--- config.mk ---
export PLATFORM = sky130hd
export DESIGN_NAME = jmulticycle_adder
export DESIGN_NICKNAME = d
export VERILOG_FILES = /design/src/rtl/jmulticycle_adder_pkg.sv /design/src/rtl/jmulticycle_adder_chunk_rca.sv /design/src/rtl/jmulticycle_adder.sv
export SDC_FILE = /design/constraint.sdc
export NUM_CORES = 1
export LEC_CHECK = 0
export BUFFER_PORTS_ARGS = -buffer_cell sky130_fd_sc_hd__buf_4
export CAP_MARGIN = 20
export CORE_ASPECT_RATIO = 1.4
export CORE_MARGIN = 1
export CORE_UTILIZATION = 58
export DETAILED_ROUTE_END_ITERATION = 8
export PLACE_DENSITY = 0.85
export RECOVER_POWER = 100
export SLEW_MARGIN = 10
export SYNTH_ARGS = -nofsm -noshare
export SYNTH_HDL_FRONTEND = slang
export SYNTH_SLANG_ARGS = --single-unit
--- constraint.sdc ---
create_clock -name clk -period 4.6 [get_ports clk]
set_input_delay 1.38 -clock clk [delete_from_list [all_inputs] [get_ports clk]]
set_output_delay 1.38 -clock clk [all_outputs]
set_load 0.05 [all_outputs]
--- src/rtl/jmulticycle_adder_pkg.sv ---
// -----------------------------------------------------------------------------
// jmulticycle_adder_pkg
// Shared definitions for the multi-cycle ripple-carry adder/subtractor:
//   - state_t        : controller state encoding (IDLE, RUN, DONE)
//   - calc_nchunk()  : number of CHUNK-bit slices in a WIDTH-bit operand
//   - calc_idx_w()   : width of the slice index register (never below 1)
// -----------------------------------------------------------------------------
package jmulticycle_adder_pkg;

  typedef enum logic [1:0] {
    IDLE = 2'd0,
    RUN  = 2'd1,
    DONE = 2'd2
  } state_t;

  function automatic int calc_nchunk(input int width, input int chunk);
    return width / chunk;
  endfunction

  // A single-slice configuration still needs a 1-bit index register.
  function automatic int calc_idx_w(input int nchunk);
    return (nchunk > 1) ? $clog2(nchunk) : 1;
  endfunction

endpackage

--- src/rtl/jmulticycle_adder_chunk_rca.sv ---
// -----------------------------------------------------------------------------
// jchunk_rca
// Combinational CHUNK-bit ripple-carry slice adder, shared by every cycle of a
// multi-cycle operation.
//   a, b      : slice operands (b already inverted by the caller for subtract)
//   cin       : carry into bit 0
//   s         : slice sum
//   cout      : carry out of the slice MSB
//   c_msb_in  : carry into the slice MSB; XOR with cout gives signed overflow
//               when this slice holds the operand MSB
// -----------------------------------------------------------------------------
module jchunk_rca #(
  parameter int CHUNK = 4
) (
  input  logic [CHUNK-1:0] a,
  input  logic [CHUNK-1:0] b,
  input  logic             cin,
  output logic [CHUNK-1:0] s,
  output logic             cout,
  output logic             c_msb_in
);

  // c[i] is the carry into bit i; c[CHUNK] is the slice carry-out.
  logic [CHUNK:0] c;

  always_comb begin
    c    = '0;
    s    = '0;
    c[0] = cin;
    for (int i = 0; i < CHUNK; i++) begin
      s[i]   = a[i] ^ b[i] ^ c[i];
      c[i+1] = (a[i] & b[i]) | (c[i] & (a[i] ^ b[i]));
    end
  end

  assign cout     = c[CHUNK];
  assign c_msb_in = c[CHUNK-1];

endmodule

--- src/rtl/jmulticycle_adder.sv ---
// -----------------------------------------------------------------------------
// jmulticycle_adder
// Multi-cycle ripple-carry adder/subtractor. One CHUNK-bit slice is added per
// clock, LSB slice first, through a single shared jchunk_rca instance, so a
// WIDTH-bit result takes WIDTH/CHUNK cycles.
//
// Ports:
//   clk, rst_n           : rising-edge clock, asynchronous active-low reset
//   in_valid / in_ready  : operand handshake (a, b, carryin, sub)
//   a, b                 : WIDTH-bit operands
//   carryin              : carry-in for add, borrow-in for subtract
//   sub                  : 0 = a+b+carryin, 1 = a-b-carryin
//   out_valid / out_ready: result handshake (sum, carryout, overflow)
//   sum                  : WIDTH-bit result
//   carryout             : raw carry out of the MSB (1 = no borrow on subtract)
//   overflow             : two's-complement signed overflow
//   state_dbg            : current controller state, for observation only
//
// Handshakes: a transfer happens on a rising edge where valid and ready are
// both 1. in_ready is 1 exactly in IDLE and out_valid exactly in DONE; both are
// decoded from the state register only, so neither depends combinationally on
// the partner's valid/ready. Once a result is presented it stays stable until
// it transfers; the next operands can transfer no earlier than the following
// edge because the block first has to return to IDLE.
// -----------------------------------------------------------------------------
module jmulticycle_adder
  import jmulticycle_adder_pkg::*;
#(
  parameter int WIDTH = 16,
  parameter int CHUNK = 4
) (
  input  logic             clk,
  input  logic             rst_n,
  input  logic             in_valid,
  output logic             in_ready,
  input  logic [WIDTH-1:0] a,
  input  logic [WIDTH-1:0] b,
  input  logic             carryin,
  input  logic             sub,
  output logic             out_valid,
  input  logic             out_ready,
  output logic [WIDTH-1:0] sum,
  output logic             carryout,
  output logic             overflow,
  output state_t           state_dbg
);

  localparam int NCHUNK = calc_nchunk(WIDTH, CHUNK);
  localparam int IDX_W  = calc_idx_w(NCHUNK);
  localparam logic [IDX_W-1:0] K_LAST = IDX_W'(NCHUNK - 1);

  // Illegal slicing is rejected while the design is elaborated.
  if ((CHUNK < 1) || (CHUNK > WIDTH) || ((WIDTH % CHUNK) != 0)) begin : g_bad_params
    $error("jmulticycle_adder: WIDTH must be a multiple of CHUNK and 1 <= CHUNK <= WIDTH");
  end

  state_t           state;
  logic [WIDTH-1:0] opa;
  logic [WIDTH-1:0] opb;      // b, or ~b when subtracting
  logic             carry;    // carry into the slice currently being added
  logic [IDX_W-1:0] k;        // index of the slice currently being added
  logic [WIDTH-1:0] sum_q;
  logic             carryout_q;
  logic             overflow_q;

  logic [CHUNK-1:0] slice_a;
  logic [CHUNK-1:0] slice_b;
  logic [CHUNK-1:0] slice_s;
  logic             slice_cout;
  logic             slice_c_msb_in;

  // Select slice k of the latched operands for the shared slice adder.
  always_comb begin
    slice_a = opa[int'(k) * CHUNK +: CHUNK];
    slice_b = opb[int'(k) * CHUNK +: CHUNK];
  end

  jchunk_rca #(
    .CHUNK (CHUNK)
  ) u_rca (
    .a        (slice_a),
    .b        (slice_b),
    .cin      (carry),
    .s        (slice_s),
    .cout     (slice_cout),
    .c_msb_in (slice_c_msb_in)
  );

  // Controller and datapath registers. Subtraction is a + ~b + ~borrow_in,
  // which is why the initial carry is carryin ^ sub.
  always_ff @(posedge clk or negedge rst_n) begin
    if (!rst_n) begin
      state      <= IDLE;
      opa        <= '0;
      opb        <= '0;
      carry      <= 1'b0;
      k          <= '0;
      sum_q      <= '0;
      carryout_q <= 1'b0;
      overflow_q <= 1'b0;
    end else begin
      case (state)
        IDLE: begin
          if (in_valid) begin
            opa   <= a;
            opb   <= sub ? ~b : b;
            carry <= carryin ^ sub;
            k     <= '0;
            sum_q <= '0;
            state <= RUN;
          end
        end

        RUN: begin
          sum_q[int'(k) * CHUNK +: CHUNK] <= slice_s;
          carry <= slice_cout;
          if (k == K_LAST) begin
            // The last slice holds the operand MSB, so its internal carries
            // give the final carry-out and the signed-overflow flag.
            carryout_q <= slice_cout;
            overflow_q <= slice_c_msb_in ^ slice_cout;
            state      <= DONE;
          end else begin
            k <= k + 1'b1;
          end
        end

        DONE: begin
          if (out_ready) begin
            state <= IDLE;
          end
        end

        default: begin
          state <= IDLE;
        end
      endcase
    end
  end

  assign in_ready  = (state == IDLE);
  assign out_valid = (state == DONE);
  assign sum       = sum_q;
  assign carryout  = carryout_q;
  assign overflow  = overflow_q;
  assign state_dbg = state;

endmodule

==> reports/results.tsv <==
metric	value	unit
Worst-Skew Late Latency	0.31	ns
final wirelength	5212	um
CTS H-tree lvls	2	
diode count	0	
share of cells above drive strength 1	24.54	%
max_cap viols	2	
post-synthesis mux area share	13.74	%
Net Sw Frac	45.11	%
Yosys top cell area share	50.88	%
vias in the first global route	1907	
wire length per cell	15.56	um
fmax	255.0	MHz
Tmin final	3.922	ns
min-delay worst type	flip-flop to flip-flop	
cell taking the most area after synthesis	dfrtp_1	
power per cell area	780.1	nW/um^2
Synth Net Count	263	
Post-DP Area	3146	um^2
core footprint	4499	um^2
Post-Synth Simple-Gate Area	8.418	%
area of the mapped netlist	2705	um^2
NumNets Final	318	
first-pass GRT wire length	8901	um
Starting DRT DRC Count	121	
post-route cell area	3127	um^2
initial antenna violation count	0	
Startpoint Class	primary input	
GPL Wtd Cong	0.8221	
syn avg cell area	12.47	um^2
maximum vdd ir drop	0.3976	mV
setup tns final	0	ns
Adder-Cell Fraction of Synth Area	4.810	%
Port Buffers	59	
Critical-path top delay cell	nor3b_1	
period utilization	85.26	%
Comb power frac	53.6	%
register area share after synthesis	50.88	%
Final Hold Fails	0	
CTS Buf Count	5	
Synth Area in XOR/XNOR	5.828	%
vias	1824	
die extent in x	59.72	um
worst-margin pin slew	2.827	ns
register cell area after layout	1376	um^2
Initial Utilization	60.12	%
Slew HR	-88.47	%
drt pass-1 iters	4	
# resized after CTS	0	
die area	4945	um^2
hold_buf cts	0	
GRT Total Usage	23.92	%
P_int	1.339	mW
grt ovf	0	
critical path cell sequence	clkbuf_1 > nor3b_1 > clkbuf_2 > mux2_2	
largest net degree at the start of global routing	56	
Synth area leaders	dfrtp_1, mux2_2, mux4_2, xnor2_1, a22o_1	
Ports	60	
Mapped Cells	217	
Final Max Slew Viols	75	
vias per cell	5.445	
Leak Pwr	1.394	nW
hpwl dp	3790	um
part of the power in the clock network	10.6	%
compound-gate portion of the synthesized area	11.42	%
drt drc	0	
Finish-stage setup viols	0	
Bufs and invs on worst path	2	
CP endpoint kind	flip-flop	
Final ANT Viol Nets	0	
area of the multi-input gates	1185	um^2
Crit path max-delay family	simple AND/OR/NAND/NOR gates	
CP Data Arrival Time	4.12	ns
Seq cells post-synth	55	
Final Core Density	69.49	%
# rows	29	
status	complete, but fails checks	
worst-path fanout max	32	
postcts setup bufs	0	
yosys warns	0	
Sequential Power Share	35.7	%
Net Switching	1.100	mW
failing checks	max-capacitance violations, max-slew violations	
count of cell types in the netlist	34	
CTS clk-pin slew, worst paths	0.09	ns
fillcell total	366	
area delta synth->final	15.59	%
RSZ-0062 raised after global routing	no	
maximum clock insertion buffer count	2	
Sinks on Clock Net	55	
die height	82.81	um
worst endpoint required time	4.80	ns
Setup CP Type	primary input to flip-flop	
CTS tree	done	
largest family of logic cells by synthesized area	multiplexers	
Clock Skew	0.007654	ns
Root Buffer	clkbuf_8	
slowest stage delay, CP	1.41	ns
kinds of logic (layout without fill, tap and decap cells):
| kind of cell | Yosys count | after routing |
|---|---|---|
| DFF | 55 | 55 |
| AOI/OAI and AO/OA | 44 | 44 |
| and+or+nand+nor | 43 | 43 |
| muxes | 25 | 25 |
| buffers and inverters | 24 | 80 |
| xor gates and xnor gates | 18 | 18 |
| adders and majority gates | 8 | 8 |
power by group through the flow:
stage          Sequential, mW  Clock, mW  Combinational [mW]
2_1_floorplan           0.983          0               0.903
3_3_place_gp            0.878          0                1.32
3_5_place_dp            0.888          0                1.36
4_1_cts                 0.879      0.261                1.36
5_1_grt                 0.904      0.285                1.42
6_report                0.872      0.259                1.31
placed cells by master (no fill, tap or decap):
cell and instances:
and3_1 2, mux2_1 1, or2b_1 1, dfrtp_1 55, a222oi_1 1, o21bai_1 1
mux4_2 8, o21ai_0 2, and4bb_1 1, a21o_1 4, nor2_1 20, buf_4 35
clkinvlp_4 1, nand2_1 7, nand3b_1 2, a22o_1 11, and3b_1 1, inv_1 12
nor3b_1 1, o2bb2ai_1 8, xor2_1 2, clkbuf_1 25, nand3_1 2, a21oi_1 17
and4_1 1, clkbuf_2 1, and2b_1 1, mux2_2 16, clkinv_2 1, or3_1 1
ha_1 4, nand4_1 1, fa_1 4, clkbuf_8 5, nand2b_1 2, xnor2_1 16
cell type report:
type,instances,area share [%]
flip-flops and latches,55,44.02
multi-input cells,138,37.90
repair buffers,60,11.44
well taps,62,2.481
clock buffers,6,2.321
inverters,12,1.441
clock inverters,2,0.4002
per-layer routing:
layer / GRT usage, % / up-vias / share of wire (%)
met5: 0 / - / 0
met4: 8.668 / 0 / 2.5
met3: 4.829 / 12 / 3.5
met2: 39.90 / 54 / 53
met1: 30.10 / 886 / 41
li1: - / 872 / -
synthesized netlist by cell type (all sizes together):
master    n
o21ai     2
dfrtp    55
a21oi    17
nand2b    2
and4bb    1
inv      12
a22o     11
or3       1
xor2      2
and2b     1
nand3     2
buf      10
nor3b     1
o2bb2ai   8
or2b      1
nor2     20
a222oi    1
xnor2    16
nand3b    2
a21o      4
o21bai    1
nand4     1
ha        4
and3      2
and3b     1
and4      1
clkbuf    2
nand2     7
fa        4
mux4      8
mux2     17
final timing paths:
check / from / cells past startpoint / to / slack (ns)
setup / recovery: in_valid / 4 / opa[12] / 0.68
hold / removal: sum[4] / 1 / sum[4] / 0.50
setup reg to reg: k[0] / 11 / carry / 1.25
hold reg to reg: sum[4] / 1 / sum[4] / 0.50
max in group asynchronous: rst_n / 1 / opb[14] / 1.04
min in group asynchronous: rst_n / 1 / opa[5] / 1.97
flip-flops by register name, summed over array words and instances (netlist names):
| signal | cells |
|---|---|
| sum | 16 |
| carry | 1 |
| opb | 16 |
| overflow | 1 |
| k | 2 |
| carryout | 1 |
| state_dbg | 2 |
| opa | 16 |
through the flow:
stage          cells  power (mW)  setup slack (ns)  hold slack (ns)
2_1_floorplan    217       1.886             1.642           0.4592
3_3_place_gp     327       2.194             1.347           0.4773
3_5_place_dp     327       2.244             1.240           0.4802
4_1_cts          335       2.504             1.228           0.5047
5_1_grt          335       2.612            0.5445           0.5197
6_report         335       2.439            0.6780           0.4991
Power figures use the tool's default switching activity.
